File: src/rtl/pc_hazard_ctrl.sv
// pc_hazard_ctrl: ID-stage sequencer for the program counter and the IF/ID,
// ID/EX pipeline registers. Detects load-use and branch-operand hazards,
// stalls for multi-cycle mul/div and implements a halt/resume state.
// All control outputs are combinational from state and inputs, so PC
// redirects and holds take effect in the same cycle the instruction sits in ID.
// Optional build macro PC_HAZARD_CTRL_PERF_EN: when defined, stall_cycles
// counts held-PC cycles (saturating); when undefined, no counter flops exist
// and stall_cycles is tied to 0.
module pc_hazard_ctrl #(
  parameter int unsigned MULDIV_LAT = 4,
  parameter int unsigned CNT_W      = 32
) (
  input  logic             clk,
  input  logic             rst,
  input  logic [4:0]       id_rs,
  input  logic [4:0]       id_rt,
  input  logic             id_use_rs,
  input  logic             id_use_rt,
  input  logic             id_branch,
  input  logic             id_branch_taken,
  input  logic             id_jump,
  input  logic             id_jr,
  input  logic             id_muldiv,
  input  logic             id_halt,
  input  logic             ex_reg_write,
  input  logic             ex_mem_read,
  input  logic [4:0]       ex_rd,
  input  logic             mem_mem_read,
  input  logic [4:0]       mem_rd,
  input  logic             resume,
  output logic             pc_hold,
  output logic             pc_jump,
  output logic             pc_jump_reg,
  output logic             pc_branch,
  output logic             ifid_hold,
  output logic             ifid_flush,
  output logic             idex_bubble,
  output logic             halted,
  output logic             md_busy,
  output logic [CNT_W-1:0] stall_cycles
);

  typedef enum logic [1:0] {
    ST_RUN     = 2'd0,
    ST_MD_BUSY = 2'd1,
    ST_HALT    = 2'd2
  } state_t;

  // Counter preload: the issue cycle runs in RUN, the remaining cycles stall.
  localparam logic [7:0] MD_INIT  = 8'(MULDIV_LAT - 1);
  localparam bit         MD_MULTI = (MULDIV_LAT > 1);

  state_t     state;
  state_t     state_nxt;
  logic [7:0] md_cnt;
  logic [7:0] md_cnt_nxt;

  logic ex_lu_match;
  logic br_ex_match;
  logic br_mem_match;
  logic lu_haz;
  logic br_haz;
  logic haz;

  // A load in EX whose destination is a register the ID instruction reads.
  assign ex_lu_match = (ex_rd != 5'd0) &&
                       ((id_use_rs && (id_rs == ex_rd)) ||
                        (id_use_rt && (id_rt == ex_rd)));
  assign lu_haz      = ex_mem_read && ex_lu_match;

  // Branches and jr resolve in ID, so their operands must not be in flight
  // in EX (any register write) or in MEM (load data not yet forwarded).
  assign br_ex_match  = (ex_rd != 5'd0) &&
                        (((id_branch || id_jr) && (id_rs == ex_rd)) ||
                         (id_branch && (id_rt == ex_rd)));
  assign br_mem_match = (mem_rd != 5'd0) &&
                        (((id_branch || id_jr) && (id_rs == mem_rd)) ||
                         (id_branch && (id_rt == mem_rd)));
  assign br_haz       = (ex_reg_write && br_ex_match) ||
                        (mem_mem_read && br_mem_match);

  assign haz = lu_haz || br_haz;

  // State register and mul/div countdown.
  always_ff @(posedge clk) begin
    if (rst) begin
      state  <= ST_RUN;
      md_cnt <= 8'd0;
    end else begin
      state  <= state_nxt;
      md_cnt <= md_cnt_nxt;
    end
  end

  // Next-state selection; a hazard re-evaluates the ID instruction next cycle.
  always_comb begin
    state_nxt  = state;
    md_cnt_nxt = md_cnt;
    case (state)
      ST_RUN: begin
        if (!haz) begin
          if (id_halt) begin
            state_nxt = ST_HALT;
          end else if (id_muldiv && MD_MULTI) begin
            state_nxt  = ST_MD_BUSY;
            md_cnt_nxt = MD_INIT;
          end
        end
      end
      ST_MD_BUSY: begin
        md_cnt_nxt = md_cnt - 8'd1;
        if (md_cnt <= 8'd1) begin
          state_nxt = ST_RUN;
        end
      end
      ST_HALT: begin
        if (resume) begin
          state_nxt = ST_RUN;
        end
      end
      default: begin
        state_nxt  = ST_RUN;
        md_cnt_nxt = 8'd0;
      end
    endcase
  end

  // Output decode; every output is forced low while reset is held.
  always_comb begin
    pc_hold     = 1'b0;
    pc_jump     = 1'b0;
    pc_jump_reg = 1'b0;
    pc_branch   = 1'b0;
    ifid_hold   = 1'b0;
    ifid_flush  = 1'b0;
    idex_bubble = 1'b0;
    halted      = 1'b0;
    md_busy     = 1'b0;
    if (!rst) begin
      case (state)
        ST_RUN: begin
          if (haz) begin
            pc_hold     = 1'b1;
            ifid_hold   = 1'b1;
            idex_bubble = 1'b1;
          end else if (id_jr) begin
            pc_jump_reg = 1'b1;
            ifid_flush  = 1'b1;
          end else if (id_jump) begin
            pc_jump     = 1'b1;
            ifid_flush  = 1'b1;
          end else if (id_branch && id_branch_taken) begin
            pc_branch   = 1'b1;
            ifid_flush  = 1'b1;
          end
        end
        ST_MD_BUSY: begin
          pc_hold     = 1'b1;
          ifid_hold   = 1'b1;
          idex_bubble = 1'b1;
          md_busy     = 1'b1;
        end
        ST_HALT: begin
          pc_hold     = 1'b1;
          ifid_hold   = 1'b1;
          idex_bubble = 1'b1;
          halted      = 1'b1;
        end
        default: begin
          pc_hold = 1'b0;
        end
      endcase
    end
  end

`ifdef PC_HAZARD_CTRL_PERF_EN
  logic [CNT_W-1:0] stall_cnt;

  function automatic logic [CNT_W-1:0] sat_inc(input logic [CNT_W-1:0] v);
    if (&v) begin
      return v;
    end
    return v + 1'b1;
  endfunction

  // Count every cycle the PC is frozen, sticking at all ones.
  always_ff @(posedge clk) begin
    if (rst) begin
      stall_cnt <= '0;
    end else if (pc_hold) begin
      stall_cnt <= sat_inc(stall_cnt);
    end
  end

  assign stall_cycles = rst ? '0 : stall_cnt;
`else
  assign stall_cycles = '0;
`endif

endmodule

File: config.mk
export PLATFORM = sky130hd
export DESIGN_NAME = pc_hazard_ctrl
export DESIGN_NICKNAME = d
export VERILOG_FILES = /design/src/rtl/pc_hazard_ctrl.sv
export SDC_FILE = /design/constraint.sdc
export NUM_CORES = 1
export LEC_CHECK = 0
export BUFFER_PORTS_ARGS = -buffer_cell sky130_fd_sc_hd__buf_2
export CORE_ASPECT_RATIO = 1.1
export CORE_MARGIN = 2
export CORE_UTILIZATION = 45
export DETAILED_ROUTE_END_ITERATION = 7
export HOLD_SLACK_MARGIN = 0.1
export MAX_ROUTING_LAYER = met4
export PLACE_DENSITY_LB_ADDON = 0.3
export SLEW_MARGIN = 20
export SYNTH_ARGS = -nofsm -noshare
export SYNTH_HDL_FRONTEND = slang
export SYNTH_SLANG_ARGS = --single-unit
File: constraint.sdc
create_clock -name clk -period 1.93 [get_ports clk]
set_input_delay 0.0965 -clock clk [delete_from_list [all_inputs] [get_ports clk]]
set_output_delay 0.0965 -clock clk [all_outputs]
set_load 0.02 [all_outputs]
* Word-level counts from Yosys, hierarchy flattened
Cells that the tools add are included.
W data, S select, Z words.
** Word-level totals
- Bits in read-only memories :: 0
- Memories kept :: 0
- Input port bits :: 34
- Bits in registers :: 10
- Output and inout port bits :: 41
- Bits in latches :: 0
- Memory bits (writable) :: 0
** Operators by class
- Reduce and logical (&&, ||, !) cells :: 25
- $add $sub $neg :: 1
- Mux-type cells :: 37
- Multipliers :: 0
- Bitwise operators :: 1
- Shift-type cells :: 0
- Div/mod/pow operators :: 0
- Magnitude comparators :: 1
- Equal/unequal tests :: 12
** Operators with widths (count)
- $mux W1 :: 26
- $mux W8 :: 3
- $pmux W8 S3 :: 1
- $eq A5 B5 Y1 :: 4
- $logic_and A1 B1 Y1 :: 13
- $mux W2 :: 5
- $ne A2 B2 Y1 const B :: 5
- $reduce_bool A5 Y1 :: 2
- $le A8 B1 Y1 const B :: 1
- $reduce_and A4 Y1 :: 2
- $sub A8 B1 Y8 const B :: 1
- $logic_or A1 B1 Y1 :: 6
- $pmux W2 S3 :: 1
- $ne A3 B3 Y1 const B :: 1
- $eq A2 B1 Y1 const B :: 1
- $eq A2 B2 Y1 const B :: 1
- $logic_not A2 Y1 :: 1
- $pmux W1 S2 :: 1
- $reduce_or A2 Y1 :: 1
- $not A1 Y1 :: 1

* Longest topological paths before layout
Gate-level depths: netlist of run 1.
- Depth after elaboration :: 10
- Depth in mapped cells :: 8
- Gate-level depth less buffers :: 8

* Least setup slack after synthesis of run 1
OpenSTA, ideal clock, no wires.
- Kind :: input to output
- From :: input ex_rd[3]
- To :: output ifid_hold
- Stages :: 8
- Required time :: 1.833 ns
- Setup slack :: -0.231 ns
- Path buffers :: 1
- Arrival :: 2.065 ns
- Cells stage by stage :: xor2_1 > nor3_1 > nand3_1 > a211oi_2 > or3_1 > a21oi_1 > nor3_1 > buf_4
** Between the ends
- Word-level cells in the longest chain between the ends :: 10
** Ends and longest elaborated chain
- from (decl) :: RTL line 27 : input logic [4:0] ex_rd,
- $eq A5 B5 Y1, on equally long branches
- $logic_and A1 B1 Y1, on equally long branches :: RTL line 74, 75
- $logic_or A1 B1 Y1 :: RTL line 74 : (((id_branch || id_jr) && (id_rs == ex_rd)) ||
- $logic_and A1 B1 Y1 :: RTL line 73 : assign br_ex_match = (ex_rd != 5'd0) &&
- $logic_and A1 B1 Y1 :: RTL line 79 : assign br_haz = (ex_reg_write && br_ex_match) ||
- $logic_or A1 B1 Y1 :: RTL line 79
- $logic_or A1 B1 Y1 * :: RTL line 82 : assign haz = lu_haz || br_haz;
- $mux W1 *
- $pmux W1 S2 *
- $mux W1 *
- to (decl) :: RTL line 35 : output logic ifid_hold,
Mark *: on every way between the ends. The rest lies on a longest branch, timed or not.

* Worst setup path in the final report of run 1
- From :: input mem_rd[1]
- To :: output ifid_hold
** Between the ends
- Word-level cells in the longest chain between the ends :: 10
** Ends and longest elaborated chain
- from (decl) :: RTL line 29 : input logic [4:0] mem_rd,
- $eq A5 B5 Y1, on equally long branches :: RTL line 77, 78
- $logic_and A1 B1 Y1, on equally long branches :: RTL line 77, 78
- $logic_or A1 B1 Y1 :: RTL line 77 : (((id_branch || id_jr) && (id_rs == mem_rd)) ||
- $logic_and A1 B1 Y1 * :: RTL line 76 : assign br_mem_match = (mem_rd != 5'd0) &&
- $logic_and A1 B1 Y1 * :: RTL line 80 : (mem_mem_read && br_mem_match);
- $logic_or A1 B1 Y1 * :: RTL line 79
- $logic_or A1 B1 Y1 * :: RTL line 82
- $mux W1 * :: RTL line 142 : if (haz) begin
- $pmux W1 S2 * :: RTL line 140 : case (state)
- $mux W1 * :: RTL line 139 : if (!rst) begin
Marked as above.

==> results of run 1 <==
[repair_timing]
item / 4_1_cts / 5_1_grt
gates resized for setup: 5 / 24
pin swaps: 3 / 11
cloned: 0 / 0
hold buffers: 0 / 0
endpoints found under the setup margin: 5 / 10
buffers inserted: 0 / 2
[cell families after synthesis]
group	Yosys count	synth area share [%]
compound gates	34	19.7
xor+xnor	20	12.9
fa+ha+maj	6	5.52
buf+inv	46	22.1
flops	10	14.7
other cells	1	0.276
simple gates	61	24.8
[how the worst max path moves through the flow]
stage | start | slack (ps) | cells after the start | end
2_1_floorplan | mem_rd[1] | -150 | 6 | pc_branch
3_3_place_gp | mem_rd[1] | -50 | 7 | md_cnt[2]
3_5_place_dp | mem_rd[1] | -60 | 7 | md_cnt[2]
4_1_cts | id_rt[1] | 6 | 10 | pc_hold
5_1_grt | id_rs[0] | -40 | 9 | idex_bubble
6_report | mem_rd[1] | 20 | 8 | ifid_hold
[worst min-delay path, stage by stage]
cell and delay (ps):
buf_2 130, nand4_1 80, a31oi_1 60
[layout by cell type (no fill, tap or decap), drive strengths merged, types with 2 or more instances in the layout]
cell type | netlist | routed
o211ai | 3 | 3
o2111ai | 2 | 2
xnor2 | 4 | 4
a31oi | 3 | 3
ha | 6 | 6
nand2 | 16 | 16
nor4 | 7 | 7
nand4 | 2 | 2
buf | 34 | 60
nor2 | 10 | 10
conb | 1 | 32
nand3 | 5 | 5
clkbuf | 4 | 4
dfxtp | 10 | 10
o31ai | 3 | 3
a21oi | 4 | 4
nor3 | 9 | 9
or3 | 2 | 2
a221oi | 2 | 2
nor2b | 3 | 3
inv | 8 | 8
o21ai | 4 | 4
nor4b | 2 | 2
a211oi | 3 | 3
xor2 | 16 | 16
[power breakdown]
| part | switching (W) | total [W] | internal [W] |
|---|---|---|---|
| combinational | 0.000391 | 0.000648 | 0.000257 |
| clock | 0.0000913 | 0.000206 | 0.000115 |
| sequential | 0.0000266 | 0.000259 | 0.000233 |
| total | 0.000509 | 0.00111 | 0.000605 |
[per-stage QoR]
stage | setup WS (ps) | cells | utilization [%]
after detailed placement | -59.0 | 263 | 56.2
after CTS | 6.11 | 267 | 58.4
after floorplan | -154 | 209 | -
after global placement | -45.5 | 263 | 56.2
after global routing | -38.7 | 268 | 62.5
final | 24.2 | 268 | 62.5
[metal layers]
metal	routed length, um	up-vias
met3	184	7
met1	1360	633
met5	0	-
met4	68	0
met2	1820	58
li1	-	687
[registers in the layout, indices dropped and copies added (netlist names)]
name,count
md_cnt,8
state,2
[cell type report]
class	instances	area (sq um)
Clock buffer	4	36.3
Fill cell	269	1060
Inverter	8	30.0
Multi-Input combinational cell	153	1090
Sequential cell	10	200
Tap cell	33	41.3
Timing Repair Buffer	60	374
==> impl_summary.log, run 1 <==
[metrics] clock tree from TritonCTS: yes
[metrics] global-route wire length before repair: roughly 5000 um
[metrics] placer congestion estimate: between 0.7 and 0.8
[metrics] GR Overflow Total: 0
[metrics] CTS Buffer Depth: 2
[metrics] final period utilization: a little over nine tenths
[metrics] Hold Path Class: input port to register
[metrics] maximum cell stage delay along the critical path: between 500 and 600 ps
[metrics] biggest area consumer among synthesized cells: buf_4
[metrics] worst-skew pair later-pin latency: 280 ps
[metrics] met3 Resource Use GR: 2.10%
[metrics] instance area at placement: 1590 sq um
[metrics] required time at the worst-slack endpoint: around 1800 ps
[metrics] DRC: 0
[metrics] fraction of post-synthesis cell area in the top cell type by area: 18.8%
[metrics] arrival time at the worst endpoint: 1810 ps
[metrics] Pleak: 0.825 nW
[metrics] Max Fclk: 525 MHz
[metrics] clock-pin slew reported for the worst setup and hold paths after clock tree synthesis: 70 ps
[metrics] setup skew after layout: just over 4 ps
[metrics] maxcap violations: 0
[metrics] Total Power Consumption: 0.00111 W
[metrics] number of distinct library cell variants in the gate-level netlist after synthesis: 46
[metrics] DRC marker count from the first detailed-route iteration: 33
[metrics] worst hold margin: 134 ps
[metrics] Die W: 56.4 um
[metrics] worst path cell trace: buf_2 > or4_4 > o21ai_2 > a21oi_4 > or3_4 > a21oi_2 > nor3_2 > buf_4
[metrics] busiest layer in global routing: met2
[metrics] initial antenna violation count: 0
[metrics] Yosys Warn Count: 0
[metrics] count of boundary I/O pins: 75
[metrics] die height: 61.6 um
[metrics] router iterations before antenna repair: 5
[metrics] endpoints failing setup: 0
[metrics] max-slew violation total from the final report: 0
[metrics] power density over the cells: between 600 and 700 nW/um^2
[metrics] TritonCTS Sinks: 10
[metrics] share of the yosys chip area belonging to registers: 14.7%
[metrics] final hold vios: 0
[metrics] via count of the first global-routing pass: around 1200
[metrics] number of nets with antenna violations after routing: 0
[metrics] # diodes: 0
[metrics] final non-filler cell area: 1770 sq um
[metrics] cell count of the worst hold path: 3
[metrics] buffer cell driving the clock tree root: clkbuf_4
[metrics] fraction of registers with async set/reset: 0%
[metrics] crit path buf inv count: 2
[metrics] global routing met1 resource utilization: around a fifth
[metrics] area growth from synthesis to layout: 30.1%
[metrics] Fin Setup TNS: 0 ps
[metrics] ranking of synthesized cells by instance count: buf_4 (34), nand2_1 (16), xor2_1 (16), dfxtp_1 (10), nor2_1 (10)
[metrics] EDFF count, synth: 0
[metrics] post-layout net count: roughly 280
[metrics] summed instance area of the synthesized netlist: around 1400 sq um
[metrics] Seq cells post-synth: 10
[metrics] mean post-synth cell area: 7.63 sq um
[metrics] final period demand of the worst path: 1910 ps
[metrics] worst setup slack for register-to-register paths: 100 ps
[metrics] initial core utilization: roughly 48%
[metrics] IO Port Bufs: 42
[metrics] average wire length per cell after detail routing: 12.8 um
[metrics] maximum number of pins on one net before global-route repair: 17
[metrics] core region area: 2830 sq um
[metrics] routed wire length: 3430 um
[metrics] count of mapped cells out of synthesis: roughly 180
[metrics] global-route usage over all layers: 19.0%
[metrics] floorplan die area: 3480 sq um
[metrics] detailed-route via count: 1385
[metrics] slowest CP cell: or4_4
[metrics] worst reg2reg path depth: 8
[metrics] number of buffers created by CTS: 3
[metrics] largest cells by area after synthesis: buf_4 (19%), dfxtp_1 (15%), xor2_1 (10%)
[metrics] Std-Cell Rows: 20
[metrics] sum of net half-perimeters after detailed placement: 2570 um
[metrics] status: complete, no violations
[metrics] most repeated cell in the gate-level netlist after synthesis: buf_4
[metrics] terminus of the critical flop-to-flop path: md_cnt[7]
[metrics] kind of launch point of the worst setup path: input port
[metrics] routing usage on met2: 36.0%
[metrics] cell family with the largest share of critical-path delay: simple AND/OR/NAND/NOR gates
[metrics] critical path type: input port to output pin
[metrics] worst IR drop on VDD: 0.330 mV
[metrics] # H-tree levels: 1
[metrics] most used flip-flop cell after synthesis: dfxtp_1
[metrics] fraction of layout instances using a drive strength above 1: 37.9%
[metrics] source of the worst register-to-register timing path: state[0]
[metrics] unrepaired setup endpoints after global routing: yes
[metrics] beginning of the worst hold path: id_halt
[metrics] routed vias/inst: about 5.2
[metrics] nature of the critical path endpoint: output pin
[metrics] maximum fanout encountered on the critical timing path: 4
[metrics] sink of the worst hold path: state[1]
Power figures use the tool's default switching activity.
==> inputs of run 2 (changes only) <==
--- a/config.mk
+++ b/config.mk
@@ -5,11 +5,11 @@
 export SDC_FILE = /design/constraint.sdc
 export NUM_CORES = 1
 export LEC_CHECK = 0
-export BUFFER_PORTS_ARGS = -buffer_cell sky130_fd_sc_hd__buf_2
 export CORE_ASPECT_RATIO = 1.1
 export CORE_MARGIN = 2
 export CORE_UTILIZATION = 45
 export DETAILED_ROUTE_END_ITERATION = 7
+export DONT_BUFFER_PORTS = 1
 export HOLD_SLACK_MARGIN = 0.1
 export MAX_ROUTING_LAYER = met4
 export PLACE_DENSITY_LB_ADDON = 0.3
==> run 2 against run 1 <==
Effect of this change: non-clock buffer count is 43 lower; power is 8.7% lower; register-to-register slack better by 50 ps; global-route usage is 0.94 points lower; final area is 16% lower; final cell count is 16% lower; first-iteration DRC count is 24% higher; core utilization is 10 points lower; clock power is 4% lower; clock skew is 2.4 ps lower; critical path type unchanged; critical endpoint is now pc_jump; highest routed layer unchanged.
==> impl_summary.log, run 2 (synthesis gave the netlist of run 1 again) <==
[metrics] final setup slack of the worst path: 142 ps (+118 ps)
[metrics] final period utilization: 92.6% (-6.1 points)
[metrics] launching element of the worst setup path: mem_rd[1]
[metrics] # H-tree levels: 1 (unchanged)
[metrics] unrepaired setup endpoints after global routing: no
[metrics] endpoints failing setup: 0 (unchanged)
[metrics] switching power of the nets: 0.000452 W (-11%)
[metrics] maximum number of pins on one net before global-route repair: 14 (-3)
[metrics] buffer cell driving the clock tree root: clkbuf_4
[metrics] TritonCTS Sinks: 10 (unchanged)
[metrics] count of boundary I/O pins: 75 (unchanged)
[metrics] nature of the critical path endpoint: output pin
[metrics] transition at the pin with the smallest max-transition slack: 489 ps
[metrics] worst-skew pair later-pin latency: 270 ps (about the same)
[metrics] fraction of layout instances using a drive strength above 1: 19.3% (-19 points)
[metrics] worst setup slack for register-to-register paths: 150 ps (+50 ps)
[metrics] # placed instances: 218 (-17%)
[metrics] maxcap violations: 0 (unchanged)
[metrics] routed wire length: 3170 um (-7.6%)
[metrics] slowest CP cell: or4_4
[metrics] sum of net half-perimeters after detailed placement: 2480 um (-3.5%)
[metrics] share of total power consumed by net switching: 44.5% (-1.2 points)
[metrics] global-route usage over all layers: 18.0% (-0.94 points)
[metrics] IO Port Bufs: 0 (-100%)
[metrics] area growth from synthesis to layout: 9.39%
[metrics] final non-filler cell area: 1490 sq um (-16%)
[metrics] arrival time at the worst endpoint: 1690 ps (-120 ps)
[metrics] Finished Core Util: 52.6% (-10 points)
[metrics] terminus of the critical flop-to-flop path: md_cnt[5]
[metrics] routed vias/inst: 5.45 (+5.5%)
[metrics] Total Power Consumption: 0.00102 W (-8.7%)
[metrics] Max Fclk: 559 MHz (+6.6%)
[metrics] core region area: 2830 sq um (unchanged)
[metrics] final hold vios: 0 (unchanged)
[metrics] leading cell types in the layout, fill and taps excluded: conb_1 (32), xor2_1 (16), nand2_1 (15)
[metrics] source of the worst register-to-register timing path: state[0]
[metrics] Hold Path Class: input port to register
[metrics] most common cell after layout, fill and taps aside: conb_1
[metrics] kind of launch point of the worst setup path: input port
[metrics] DRC marker count from the first detailed-route iteration: 41 (+24%)
[metrics] initial antenna violation count: 0 (unchanged)
[metrics] worst reg2reg path depth: 7 (-1)
[metrics] router iterations before antenna repair: 4 (-1)
[metrics] Setup WS pre-CTS: 31.7 ps (+90.7 ps)
[metrics] max-slew violation total from the final report: 0 (unchanged)
[metrics] Non-Filler Instances: 225 (-16%)
[metrics] via count of the first global-routing pass: 1191 (-3.5%)
[metrics] clock-pin slew reported for the worst setup and hold paths after clock tree synthesis: 70 ps (about the same)
[metrics] global-route wire length before repair: 4780 um (-4.3%)
[metrics] average wire length per cell after detail routing: 14.1 um (+10%)
[metrics] final period demand of the worst path: 1790 ps (-118 ps)
[metrics] biggest regs: md_cnt: 8 flops, state: 2 flops
[metrics] DRC: 0 (unchanged)
[metrics] CTS Buffer Depth: 2 (unchanged)
[metrics] beginning of the worst hold path: id_muldiv
[metrics] Die W: 56.4 um (unchanged)
[metrics] proportion of power drawn by flip-flops and latches: 25.8% (+2.5 points)
[metrics] detailed-route via count: 1227 (-11%)
[metrics] worst path cell trace: or4_4 > o21ai_2 > a21oi_2 > nor3_4 > nand2_2 > nor4b_2 > buf_4
[metrics] Pleak: 0.635 nW (-23%)
[metrics] worst-case headroom to the max-slew limit: about two thirds
[metrics] initial core utilization: 48.1% (unchanged)
[metrics] GR Overflow Total: 0 (unchanged)
[metrics] required time at the worst-slack endpoint: 1830 ps (about the same)
[metrics] number of buffers created by CTS: 3 (unchanged)
[metrics] power density over the cells: 684 nW/um^2 (+8.6%)
[metrics] flip-flop count of the largest register, all copies and words added: 8 (unchanged)
[metrics] post-layout net count: 233 (-16%)
[metrics] maximum fanout encountered on the critical timing path: 4 (unchanged)
[metrics] Top reg by flops: md_cnt
[metrics] status: complete, no violations
[metrics] clock tree from TritonCTS: yes
[metrics] Setup Fix Bufs, Post-CTS: 0 (unchanged)
[metrics] Std-Cell Rows: 20 (unchanged)
[metrics] instance area at placement: 1370 sq um (-14%)
[metrics] placer congestion estimate: 0.861 (+8.6%)
[metrics] maximum cell stage delay along the critical path: 510 ps (-30 ps)
[metrics] setup skew after layout: 1.74 ps (-2.37 ps)
[metrics] worst IR drop on VDD: 0.330 mV (+0.12%)
[metrics] proportion of power drawn by combinational gates: 54.7% (-3.5 points)
[metrics] # diodes: 0 (unchanged)
[metrics] capturing instance or port of the critical path: pc_jump
[metrics] critical path type: input port to output pin
[metrics] share of total power in the clock network: 19.5% (+1.0 points)
[metrics] floorplan die area: 3480 sq um (unchanged)
[metrics] total internal power: 0.000564 W (-6.7%)
[metrics] number of nets with antenna violations after routing: 0 (unchanged)
[metrics] die height: 61.6 um (unchanged)
-- run 2: changes by cell type in the layout (fill, tap and decap cells not counted), moves of 3 or more --
cell,previous run,this run
dlygate4sd3_1,0,3
buf_4,22,13
buf_2,35,0
buf_6,3,0
-- run 2: layout make-up --
| cell class | instances | area (sq um) |
|---|---|---|
| repair buffers | 17 | 148 |
| multi-input cells | 153 | 1030 |
| inverters | 8 | 30.0 |
| fillers | 292 | 1340 |
| clock buffers | 4 | 36.3 |
| flip-flops and latches | 10 | 200 |
| well taps | 33 | 41.3 |
-- run 2: worst min-delay path by stage --
stage           endpoint  cells past startpoint  slack, ps
2_1_floorplan   state[1]                      2        280
3_3_place_gp    state[1]                      1        170
3_5_place_dp    state[1]                      1        170
4_1_cts        md_cnt[5]                      3        100
5_1_grt        md_cnt[5]                      3        140
6_report       md_cnt[0]                      3        140
-- run 2: stage by stage --
step | TNS (ps) | hold slack [ps]
floorplan | -309 | 277
global placement | -16.6 | 173
detailed placement | 0 | 172
CTS | 0 | 105
global route | 0 | 137
finish | 0 | 143
-- run 2: worst max-delay path, delay by kind of cell --
kind / cells / cell delay, ps
AND/OR/NAND/NOR: 4 / 1180
AO/OA/AOI/OAI: 2 / 220
buffers and inverters: 1 / 180
-- run 2: routing by layer --
metal	vias to the layer above	track usage [%]	wire length [um]
met5	-	-	0
met4	0	6.12	39
met1	567	18.6	1190
met3	5	2.94	218
li1	599	-	-
met2	56	35.3	1720
-- run 2: timing repair --
item	4_1_cts	5_1_grt
endpoints found under the hold margin	7	0
resized for setup	1	8
hold buffers	3	0
setup endpoints to repair	1	7
pin swaps	0	1
-- run 2: power by group through the flow --
stage	Sequential (W)	Clock, W	Combinational [W]
2_1_floorplan	0.000260	0	0.000452
3_5_place_dp	0.000263	0	0.000519
5_1_grt	0.000264	0.000206	0.000612
3_3_place_gp	0.000263	0	0.000508
4_1_cts	0.000260	0.000200	0.000532
6_report	0.000262	0.000198	0.000556
